**src/rtl/qbus_pkg.sv**
```systemverilog
`default_nettype none
// ============================================================================
//  Module      : qbus_pkg
//  Description : Shared QBUS slave definitions. This covers the bus-cycle
//                state encoding and the data, address and I/O page widths.
//  Revision    : 1.0 - initial release
// ============================================================================
package qbus_pkg;

    localparam int QBUS_DATA_W   = 16;
    localparam int QBUS_ADDR_W   = 22;
    localparam int IOPAGE_ADDR_W = 13;

    // Bus-cycle engine states
    typedef enum logic [3:0] {
        IDLE    = 4'd0,
        MATCH   = 4'd1,
        NOMATCH = 4'd2,
        CMD     = 4'd3,
        RD      = 4'd4,
        RDH     = 4'd5,
        WR      = 4'd6,
        WRH     = 4'd7
    } state_t;

endpackage
`default_nettype wire

```
**src/rtl/qslave_cycle_if.sv**
```systemverilog
`default_nettype none
// ============================================================================
//  Module      : qslave_cycle_if
//  Description : Internal I/O bus between the QBUS slave cycle engine
//                (master modport) and the I/O page devices (slave modport).
//                iWAIT is present only when QSLAVE_IOWAIT_EN is defined.
//  Revision    : 1.0 - initial release
// ============================================================================
interface qslave_cycle_if #(
    parameter int ADDR_W = qbus_pkg::IOPAGE_ADDR_W
);
    logic [ADDR_W-1:0]                iADDR;
    logic                             iBS7;
    logic                             iREAD_MATCH;
    logic                             iWRITE_MATCH;
    logic [qbus_pkg::QBUS_DATA_W-1:0] iRDATA;
    logic [qbus_pkg::QBUS_DATA_W-1:0] iWDATA;
    logic                             iWRITE;
`ifdef QSLAVE_IOWAIT_EN
    logic                             iWAIT;
`endif

    modport master (
        output iADDR, iBS7, iWDATA, iWRITE,
        input  iREAD_MATCH, iWRITE_MATCH, iRDATA
`ifdef QSLAVE_IOWAIT_EN
        , input iWAIT
`endif
    );

    modport slave (
        input  iADDR, iBS7, iWDATA, iWRITE,
        output iREAD_MATCH, iWRITE_MATCH, iRDATA
`ifdef QSLAVE_IOWAIT_EN
        , output iWAIT
`endif
    );

endinterface
`default_nettype wire

```
**src/rtl/qslave_cycle_sync_2ff.sv**
```systemverilog
`default_nettype none
// ============================================================================
//  Module      : sync_2ff
//  Description : Two-flop synchroniser bank for asynchronous level signals.
//  Revision    : 1.0 - initial release
// ============================================================================
module sync_2ff #(
    parameter int WIDTH = 1
) (
    input  logic             clk,
    input  logic             rst_n,
    input  logic [WIDTH-1:0] d,
    output logic [WIDTH-1:0] q
);

    logic [WIDTH-1:0] r_meta;
    logic [WIDTH-1:0] r_sync;

    // Two register stages to resolve metastability
    always_ff @(posedge clk or negedge rst_n) begin
        if (!rst_n) begin
            r_meta <= '0;
            r_sync <= '0;
        end else begin
            r_meta <= d;
            r_sync <= r_meta;
        end
    end

    assign q = r_sync;

endmodule
`default_nettype wire

```
**src/rtl/qslave_cycle.sv**
```systemverilog
`default_nettype none
// ============================================================================
//  Module      : qslave_cycle
//  Description : QBUS slave bus-cycle engine. It synchronises the QBUS
//                strobes, latches the address on SYNC and runs DATI/DATO/DATIO
//                cycles on the internal I/O bus. It also drives TRPLY and the
//                Am2908 DAL transceiver controls.
//                Optional: QSLAVE_IOWAIT_EN adds iWAIT device wait states.
//  Revision    : 1.0 - initial release
// ============================================================================
module qslave_cycle
    import qbus_pkg::*;
#(
    parameter int ADDR_W   = IOPAGE_ADDR_W,
    parameter int DAL_HOLD = 2              // must be >= 1
) (
    input  logic                   qclk,
    input  logic                   reset_n,
    input  logic                   RSYNC,
    input  logic                   RDIN,
    input  logic                   RDOUT,
    input  logic                   RINIT,
    input  logic                   ZBS7,
    input  logic                   ZWTBT,
    input  logic [QBUS_ADDR_W-1:0] dal_in,
    output logic [QBUS_DATA_W-1:0] dal_out,
    output logic                   dal_oe,
    output logic                   DALtx,
    output logic                   DALst,
    output logic                   TRPLY,
    qslave_cycle_if.master         io
);

    localparam int c_hold_w = (DAL_HOLD > 1) ? $clog2(DAL_HOLD) : 1;
    localparam logic [c_hold_w-1:0] c_hold_last = c_hold_w'(DAL_HOLD - 1);

    logic [3:0] w_strb;
    logic       w_sync;
    logic       w_din;
    logic       w_dout;
    logic       w_init;

    state_t                  r_state;
    logic                    r_sync_prev;
    logic [QBUS_DATA_W-1:0]  r_dal_out;
    logic                    r_dal_oe;
    logic                    r_daltx;
    logic                    r_dalst;
    logic                    r_trply;
    logic [ADDR_W-1:0]       r_iaddr;
    logic                    r_ibs7;
    logic                    r_wtbt;
    logic [QBUS_DATA_W-1:0]  r_iwdata;
    logic                    r_iwrite;
    logic [c_hold_w-1:0]     r_hold;

    sync_2ff #(.WIDTH(4)) u_sync (
        .clk   (qclk),
        .rst_n (reset_n),
        .d     ({RINIT, RDOUT, RDIN, RSYNC}),
        .q     (w_strb)
    );

    assign w_sync = w_strb[0];
    assign w_din  = w_strb[1];
    assign w_dout = w_strb[2];
    assign w_init = w_strb[3];

    // Bus-cycle FSM; all QBUS and I/O bus outputs are registered here
    always_ff @(posedge qclk or negedge reset_n) begin
        if (!reset_n) begin
            r_state     <= IDLE;
            r_sync_prev <= 1'b0;
            r_dal_out   <= '0;
            r_dal_oe    <= 1'b0;
            r_daltx     <= 1'b0;
            r_dalst     <= 1'b0;
            r_trply     <= 1'b0;
            r_iaddr     <= '0;
            r_ibs7      <= 1'b0;
            r_wtbt      <= 1'b0;
            r_iwdata    <= '0;
            r_iwrite    <= 1'b0;
            r_hold      <= '0;
        end else begin
            r_sync_prev <= w_sync;
            r_dalst     <= 1'b0;
            r_iwrite    <= 1'b0;
            if (w_init) begin
                r_state   <= IDLE;
                r_dal_out <= '0;
                r_dal_oe  <= 1'b0;
                r_daltx   <= 1'b0;
                r_trply   <= 1'b0;
                r_iaddr   <= '0;
                r_ibs7    <= 1'b0;
                r_wtbt    <= 1'b0;
                r_iwdata  <= '0;
                r_hold    <= '0;
            end else if (!w_sync && (r_state inside {RD, RDH, WR, WRH})) begin
                // Master dropped SYNC mid-transfer: release the bus at once
                r_trply  <= 1'b0;
                r_dal_oe <= 1'b0;
                r_daltx  <= 1'b0;
                r_state  <= IDLE;
            end else begin
                case (r_state)
                    IDLE: begin
                        if (w_sync && !r_sync_prev) begin
                            // Address is held stable by the master across SYNC
                            r_iaddr <= dal_in[ADDR_W-1:0];
                            r_ibs7  <= ZBS7;
                            r_wtbt  <= ZWTBT;
                            r_state <= MATCH;
                        end
                    end
                    MATCH: begin
                        if (r_ibs7 && (io.iREAD_MATCH || io.iWRITE_MATCH))
                            r_state <= CMD;
                        else
                            r_state <= NOMATCH;
                    end
                    NOMATCH: begin
                        if (!w_sync)
                            r_state <= IDLE;
                    end
                    CMD: begin
                        if (!w_sync) begin
                            r_state <= IDLE;
                        end else if (w_din) begin
                            if (io.iREAD_MATCH) begin
                                r_dal_out <= io.iRDATA;
                                r_dal_oe  <= 1'b1;
                                r_daltx   <= 1'b1;
                                r_dalst   <= 1'b1;
                                r_state   <= RD;
                            end else begin
                                r_state <= NOMATCH;
                            end
                        end else if (w_dout) begin
                            if (io.iWRITE_MATCH) begin
                                r_iwdata <= dal_in[QBUS_DATA_W-1:0];
                                r_iwrite <= 1'b1;
                                r_state  <= WR;
                            end else begin
                                r_state <= NOMATCH;
                            end
                        end
                    end
                    RD: begin
`ifdef QSLAVE_IOWAIT_EN
                        if (io.iWAIT) begin
                            r_dal_out <= io.iRDATA;
                        end else begin
                            r_trply <= 1'b1;
                            r_state <= RDH;
                        end
`else
                        r_trply <= 1'b1;
                        r_state <= RDH;
`endif
                    end
                    RDH: begin
                        // DAL stays driven for DAL_HOLD cycles after the reply ends
                        if (r_trply) begin
                            if (!w_din) begin
                                r_trply <= 1'b0;
                                r_hold  <= c_hold_last;
                            end
                        end else if (r_hold == '0) begin
                            r_dal_oe <= 1'b0;
                            r_daltx  <= 1'b0;
                            r_state  <= CMD;
                        end else begin
                            r_hold <= r_hold - 1'b1;
                        end
                    end
                    WR: begin
`ifdef QSLAVE_IOWAIT_EN
                        if (!io.iWAIT) begin
                            r_trply <= 1'b1;
                            r_state <= WRH;
                        end
`else
                        r_trply <= 1'b1;
                        r_state <= WRH;
`endif
                    end
                    WRH: begin
                        if (!w_dout) begin
                            r_trply <= 1'b0;
                            r_state <= CMD;
                        end
                    end
                    default: r_state <= IDLE;
                endcase
            end
        end
    end

    // Byte-write flag and upper DAL bits are received but not acted upon
    logic w_unused;
    assign w_unused = ^{r_wtbt, dal_in[QBUS_ADDR_W-1:QBUS_DATA_W]};

    assign dal_out   = r_dal_out;
    assign dal_oe    = r_dal_oe;
    assign DALtx     = r_daltx;
    assign DALst     = r_dalst;
    assign TRPLY     = r_trply;
    assign io.iADDR  = r_iaddr;
    assign io.iBS7   = r_ibs7;
    assign io.iWDATA = r_iwdata;
    assign io.iWRITE = r_iwrite;

endmodule
`default_nettype wire

```
**src/flat_wrapper.sv**
```systemverilog
// flat-port wrapper written by rule: the top's interface ports become plain ports
module qslave_cycle_flat import qbus_pkg::*;
#(
    parameter int ADDR_W   = IOPAGE_ADDR_W,
    parameter int DAL_HOLD = 2                             
)
  (qclk, reset_n, RSYNC, RDIN, RDOUT, RINIT, ZBS7, ZWTBT, dal_in, dal_out, dal_oe, DALtx, DALst, TRPLY, io_iADDR, io_iBS7, io_iWDATA, io_iWRITE, io_iREAD_MATCH, io_iWRITE_MATCH, io_iRDATA);
  qslave_cycle_if #(.ADDR_W(ADDR_W)) io_i ();
  input  logic qclk;
  input  logic reset_n;
  input  logic RSYNC;
  input  logic RDIN;
  input  logic RDOUT;
  input  logic RINIT;
  input  logic ZBS7;
  input  logic ZWTBT;
  input  logic [QBUS_ADDR_W-1:0] dal_in;
  output logic [QBUS_DATA_W-1:0] dal_out;
  output logic dal_oe;
  output logic DALtx;
  output logic DALst;
  output logic TRPLY;
  output wire logic [$bits(io_i.iADDR)-1:0] io_iADDR;
  output wire logic [$bits(io_i.iBS7)-1:0] io_iBS7;
  output wire logic [$bits(io_i.iWDATA)-1:0] io_iWDATA;
  output wire logic [$bits(io_i.iWRITE)-1:0] io_iWRITE;
  input wire logic [$bits(io_i.iREAD_MATCH)-1:0] io_iREAD_MATCH;
  input wire logic [$bits(io_i.iWRITE_MATCH)-1:0] io_iWRITE_MATCH;
  input wire logic [$bits(io_i.iRDATA)-1:0] io_iRDATA;
  assign io_iADDR = io_i.iADDR;
  assign io_iBS7 = io_i.iBS7;
  assign io_iWDATA = io_i.iWDATA;
  assign io_iWRITE = io_i.iWRITE;
  assign io_i.iREAD_MATCH = io_iREAD_MATCH;
  assign io_i.iWRITE_MATCH = io_iWRITE_MATCH;
  assign io_i.iRDATA = io_iRDATA;
  qslave_cycle #(.ADDR_W(ADDR_W), .DAL_HOLD(DAL_HOLD)) u_core (.qclk(qclk), .reset_n(reset_n), .RSYNC(RSYNC), .RDIN(RDIN), .RDOUT(RDOUT), .RINIT(RINIT), .ZBS7(ZBS7), .ZWTBT(ZWTBT), .dal_in(dal_in), .dal_out(dal_out), .dal_oe(dal_oe), .DALtx(DALtx), .DALst(DALst), .TRPLY(TRPLY), .io(io_i));
endmodule
```
**config.mk**
```make
export PLATFORM = sky130hd
export DESIGN_NAME = qslave_cycle_flat
export DESIGN_NICKNAME = d
export VERILOG_FILES = /design/src/rtl/qbus_pkg.sv /design/src/rtl/qslave_cycle_if.sv /design/src/rtl/qslave_cycle_sync_2ff.sv /design/src/rtl/qslave_cycle.sv /design/src/flat_wrapper.sv
export SDC_FILE = /design/constraint.sdc
export NUM_CORES = 1
export LEC_CHECK = 0
export CORE_UTILIZATION = 35
export DETAILED_ROUTE_END_ITERATION = 10
export DONT_BUFFER_PORTS = 1
export SLEW_MARGIN = 40
export SYNTH_ARGS = -nofsm -noshare
export SYNTH_HDL_FRONTEND = slang
export SYNTH_SLANG_ARGS = --single-unit
```
**constraint.sdc**
```tcl
create_clock -name qclk -period 4.2 [get_ports qclk]
set_input_delay 0.84 -clock qclk [delete_from_list [all_inputs] [get_ports qclk]]
set_output_delay 0.84 -clock qclk [all_outputs]
set_load 0.05 [all_outputs]
```
* Yosys cells after proc, flatten, opt, wreduce, memory -nomap -nowiden
Cells that the tools add are included.
** Cells by class
- Add/sub/neg operators :: 1
- Equal/unequal tests :: 19
- Muxes and demuxes :: 68
- Reductions and logical operators :: 27
** Operators with widths (number)
- $mux W16 :: 13
- $mux W13 :: 4
- $mux W4 :: 10
- $mux W1 :: 36
- $pmux W4 S8 :: 1
- $reduce_and A6 Y1 :: 3
- $reduce_bool A2 Y1 :: 9
- $eq A4 B3 Y1 const B :: 4
- $ne A4 B3 Y1 const B :: 4
- $ne A4 B4 Y1 const B :: 3
- $eq A4 B2 Y1 const B :: 2
- $reduce_bool A4 Y1 :: 2
- $mux W3 :: 2
- $ne A6 B5 Y1 const B :: 1
- $reduce_and A3 Y1 :: 2
- $reduce_and A5 Y1 :: 1
- $reduce_bool A5 Y1 :: 1
- $eq A4 B1 Y1 const B :: 1
- $logic_not A4 Y1 :: 1
- $ne A4 B2 Y1 const B :: 1
- $logic_and A1 B1 Y1 :: 3
- $ne A3 B3 Y1 const B :: 1
- $pmux W1 S3 :: 1
- $logic_not A1 Y1 :: 2
- 7 further kinds :: 7
** Storage, ports and cells
- Register bits :: 64
- Input port bits :: 48
- Output and inout bits :: 51
- Logic and storage cells :: 128

* Longest topological paths before layout
- Depth after elaboration :: 7
- Gate-level depth with buffers :: 6
- Depth with buffers taken out :: 3

* Cells and area by module
A second synthesis with hierarchy kept.
** Unflattened totals
- Cell total of the unflattened synthesis :: 238
- Area total of the unflattened synthesis :: 2773.9 um^2
** By module, submodules not included
- qslave_cycle :: instances 1, cells an instance 230, area an instance 2573.7 um^2, seq. area each 1376.3 um^2
- sync_2ff :: instances 1, cells an instance 8, area an instance 200.2 um^2, seq. area each 200.2 um^2

* Worst setup path before layout
OpenSTA, ideal clock, no wires.
- Kind :: register to output
- Start :: register u_core.r_dal_oe (netlist: u_core.dal_oe)
- End :: output port dal_oe
- Arrival time :: 0.904 ns
- Required time :: 3.360 ns
- Path slack :: 2.456 ns
- Stages on the path, launching flop included :: 2
- Buffers on the path :: 1
- Cells stage by stage :: dfrtp_1 > buf_4
** RTL lines
- start: declaration :: RTL line qslave_cycle.sv:46 : logic r_dal_oe;
- start signal: assignment :: RTL line qslave_cycle.sv:75 : r_dal_oe <= 1'b0;
- start signal: assignment :: RTL line qslave_cycle.sv:92 : r_dal_oe <= 1'b0;
- start signal: assignment :: RTL line qslave_cycle.sv:103 : r_dal_oe <= 1'b0;
- end: declaration :: RTL line flat_wrapper.sv:19 : output logic dal_oe;
No word-level cell between the ends.

* Worst setup path in the final report
- Start :: register u_core.r_state[2]
- End :: register u_core.r_dal_out[3] (netlist: u_core.dal_out[3])
** On the way
- Word-level cells in the longest chain between the ends :: 5
- Elaborated cells on any way between the ends :: 10
- Those cells by class :: eq/ne: 6; reduce/logical: 4
** Ends and longest elaborated chain
- start: declaration :: RTL line qslave_cycle.sv:43 : state_t r_state;
- start signal: assignment :: RTL line qslave_cycle.sv:72 : r_state <= IDLE;
- start signal: assignment :: RTL line qslave_cycle.sv:90 : r_state <= IDLE;
- start signal: assignment :: RTL line qslave_cycle.sv:105 : r_state <= IDLE;
- $eq A4 B3 Y1 :: RTL line qslave_cycle.sv:100 : end else if (!w_sync && (r_state inside {RD, RDH, WR, WRH})) begin
- $reduce_bool A4 Y1 :: RTL line qslave_cycle.sv:100
- $logic_and A1 B1 Y1 :: RTL line qslave_cycle.sv:100
- $ne A2 B2 Y1 (no line)
- $reduce_and A5 Y1 (no line) *
- end signal: assignment :: RTL line qslave_cycle.sv:132 : r_dal_out <= io.iRDATA;
- end: declaration :: RTL line qslave_cycle.sv:45 : logic [QBUS_DATA_W-1:0] r_dal_out;
Every way passes the cells marked *; elsewhere a longest branch is shown, timed or not.
A chain may end at the register's enable or synchronous reset.

==> flow_metrics.env <==
export IMPL_status="finished clean"
export IMPL_crit_buf_inv=1
export IMPL_core_sq_um=7687
export IMPL_cts_max_level=3
export IMPL_tightest_slew_ns=0.7785
export IMPL_port_buffers=0
export IMPL_syn_mean_instance_area_sq_um=9.907
export IMPL_initial_utilization=0.3608
export IMPL_drt_total_wl_mm=6.795
export IMPL_seqPwrFrac=0.505
export IMPL_io_pins=99
export IMPL_power_share_clock=0.440
export IMPL_synth_warnings=0
export IMPL_hold_viol=0
export IMPL_grt_ovfl_total=0
export IMPL_max_slew_margin_rel=0.4788
export IMPL_grt_pass1_vias=2113
export IMPL_yosys_area_share_adder=0
export IMPL_fin_nets=312
export IMPL_synth_cell_types=40
export IMPL_drive_above_1_share=0.1045
export IMPL_clkLatencyLatePin_ns=0.33
export IMPL_yosysSeqAreaShare=0.5683
export IMPL_crit_path_cell_trace="nand4b_1 > buf_4 > o21ai_0 > a21oi_1"
export IMPL_cp_end_kind="flip-flop"
export IMPL_die_width_microns=91.03
export IMPL_ys_flop_type="dfrtp_1"
export IMPL_grt_antenna_before_repair=0
export IMPL_synth_edf_count=0
export IMPL_leakagePower_nw=1.199
export IMPL_crit_path_max_fanout=22
export IMPL_crit_path_start_kind="flip-flop"
export IMPL_critical_path_required_ns=4.38
export IMPL_die_area_sq_um=8286
export IMPL_finalCriticalPeriod_ns=2.043
export IMPL_maxSlewViolCount=0
export IMPL_syn_num_nets=328
export IMPL_synth_mux_area_fraction=0.007668
export IMPL_finish_utilization=0.3911
export IMPL_cap_violations=0
export IMPL_critPathTopFamily="simple AND/OR/NAND/NOR gates"
export IMPL_cts_tree="done"
export IMPL_layout_setup_ws_ns=2.157
export IMPL_clk_path_buf_depth=2
export IMPL_setup_viol=0
export IMPL_synth_area_leaders="dfrtp_1 (57%), a21oi_1 (8.7%), nand3_1 (8.7%), o21ai_0 (6.9%), buf_2 (2.3%)"
export IMPL_place_ws_ns=2.166
export IMPL_p_int_w=0.001032
export IMPL_netlist_area_leader_share=0.5683
export IMPL_synth_compound_area_frac=0.2134
export IMPL_pwr_share_comb=0.055
export IMPL_cts_resized=0
export IMPL_gp_congestion=0.7908
export IMPL_skew_ns=0.006537
export IMPL_arrival_ns=2.22
export IMPL_firstDrtPassIters=4
export IMPL_numClockSinks=63
export IMPL_postCtsSetupRepairBufs=0
export IMPL_rows=32
export IMPL_grt_max_degree=64
export IMPL_syn_area_sq_um=2774
export IMPL_detailed_place_hpwl_mm=4.334
export IMPL_fmax_mhz=489.4
export IMPL_crit_type="reg -> reg"
export IMPL_hold_buffers=0
export IMPL_drc=0
export IMPL_synth_top_area_cell="dfrtp_1"
export IMPL_p_switching_w=0.0003393
export IMPL_root_buffer="clkbuf_8"
export IMPL_grt_pass1_wl_mm=11.01
export IMPL_syn_to_final_growth_pct=8.390
export IMPL_critPathSlowestCell="nand4b_1"
export IMPL_synth_top_family_by_area="compound AO/OA/AOI/OAI gates"
export IMPL_vias_per_cell=5.746
export IMPL_swShare=0.2474
export IMPL_n_antenna_cell=0
export IMPL_worstHoldPathType="in -> async"
export IMPL_cpPeakStageDelay_ns=0.63
export IMPL_syn_inst=280
export IMPL_synth_seq_cells=63
export IMPL_die_h_microns=91.03
export IMPL_synth_simple_gate_area_frac=0.1529
export IMPL_ant_nets=0
export IMPL_grtUsageTotal=0.1710
export IMPL_clkTransAtPathRegs_ns=0.07
export IMPL_via_count=2126
export IMPL_synthXorXnorAreaFrac=0
export IMPL_drtIter0Drc=137
export IMPL_cts_buffers=9
export IMPL_setup_tns_ns=0
export IMPL_wl_per_cell_microns=18.36
export IMPL_ir_drop_mv=0.1339
export IMPL_p_per_area_nw_per_um2=456.0
export IMPL_post_route_period_util=0.4865
export IMPL_async_flop_share=1.000
export IMPL_rsz0062_at_grt="no"
## power groups by stage
stage | sequential (W) | clock, W | combinational (W)
after floorplan | 0.000678 | 0 | 0.0000896
after global placement | 0.000703 | 0 | 0.0000762
after detailed placement | 0.000704 | 0 | 0.0000769
after CTS | 0.000692 | 0.000621 | 0.0000770
after global routing | 0.000696 | 0.000643 | 0.0000859
final | 0.000692 | 0.000603 | 0.0000761
## routing by layer
| layer | vias up | wire, microns | track usage |
|---|---|---|---|
| met5 | - | 0 | 0 |
| li1 | 979 | - | - |
| met4 | 0 | 129 | 0.08333 |
| met2 | 73 | 3172 | 0.2702 |
| met1 | 1061 | 2971 | 0.2086 |
| met3 | 13 | 522 | 0.05863 |
## path summary, 6_finish.rpt
check                                   startpoint                 endpoint  slack, ns  cells past startpoint
max in group asynchronous                  reset_n     u_core.io.iWDATA[15]       3.90                      0
min in group qclk          u_core.u_sync.r_meta[3]       u_core.u_sync.q[3]       0.35                      0
max                              u_core.r_state[2]        u_core.dal_out[3]       2.16                      4
min                                        reset_n  u_core.u_sync.r_meta[0]       0.20                      0
max reg2reg                      u_core.r_state[2]        u_core.dal_out[3]       2.16                      4
min reg2reg                u_core.u_sync.r_meta[3]       u_core.u_sync.q[3]       0.35                      0
## layout make-up
| cell class | count | area [sq um] |
|---|---|---|
| fillers | 799 | 4681 |
| flip-flops and latches | 63 | 1582 |
| multi-input cells | 184 | 1037 |
| clock buffers | 12 | 165.2 |
| well taps | 102 | 127.6 |
| clock inverters | 3 | 65.06 |
| repair buffers | 2 | 15.01 |
| inverters | 4 | 15.01 |
## cell usage after synthesis, types with 2 or more instances
master,count
dfrtp_1,63
clkbuf_1,11
buf_2,13
nand2b_1,2
or2_2,3
nand4b_1,3
inv_1,4
nand3_1,48
o21ai_1,9
buf_4,3
o22ai_1,2
a21oi_1,48
o21ai_0,38
nor2_1,4
nand3b_1,2
nor3b_1,2
nand2_1,2
## stage by stage
step / power (W) / hold slack (ns) / cells / cell area [sq um]
after floorplan: 0.0007675 / 0.3312 / 280 / 2774
after global placement: 0.0007788 / 0.3346 / 355 / 2773
after detailed placement: 0.0007809 / 0.3355 / 355 / 2776
after CTS: 0.001390 / 0.1730 / 370 / 3007
after global routing: 0.001425 / 0.1718 / 370 / 3007
final: 0.001371 / 0.1994 / 370 / 3007
## sequential cells by signal, summed over array words and instances (netlist names), 3 cells and up
register	count
u_core.dal_out	16
u_core.u_sync.q	4
u_core.r_state	3
u_core.u_sync.r_meta	4
u_core.io.iADDR	13
u_core.io.iWDATA	16
## layout by cell type, fill, tap and decap left out, types with 2 or more instances in the layout
cell type  synthesis  layout
a21oi_1           48      48
buf_4              3       2
bufinv_16          0       2
clkbuf_8           0      12
dfrtp_1           63      61
inv_1              4       4
nand2_1            2       2
nand2b_1           2       2
nand3_1           48      48
nand3b_1           2       2
nand4b_1           3       3
nor2_1             4       4
nor3b_1            2       2
o21ai_0           38      38
o21ai_1            9       9
o22ai_1            2       2
or2_2              3       3
## cells by family (layout without fill, tap and decap cells)
family          count (synthesis)  count (layout)
buf+inv                        33              21
mux                             2               2
compound gates                109             109
simple gates                   73              73
flops                          63              63
Note: power is estimated with default switching activity, not from simulation.
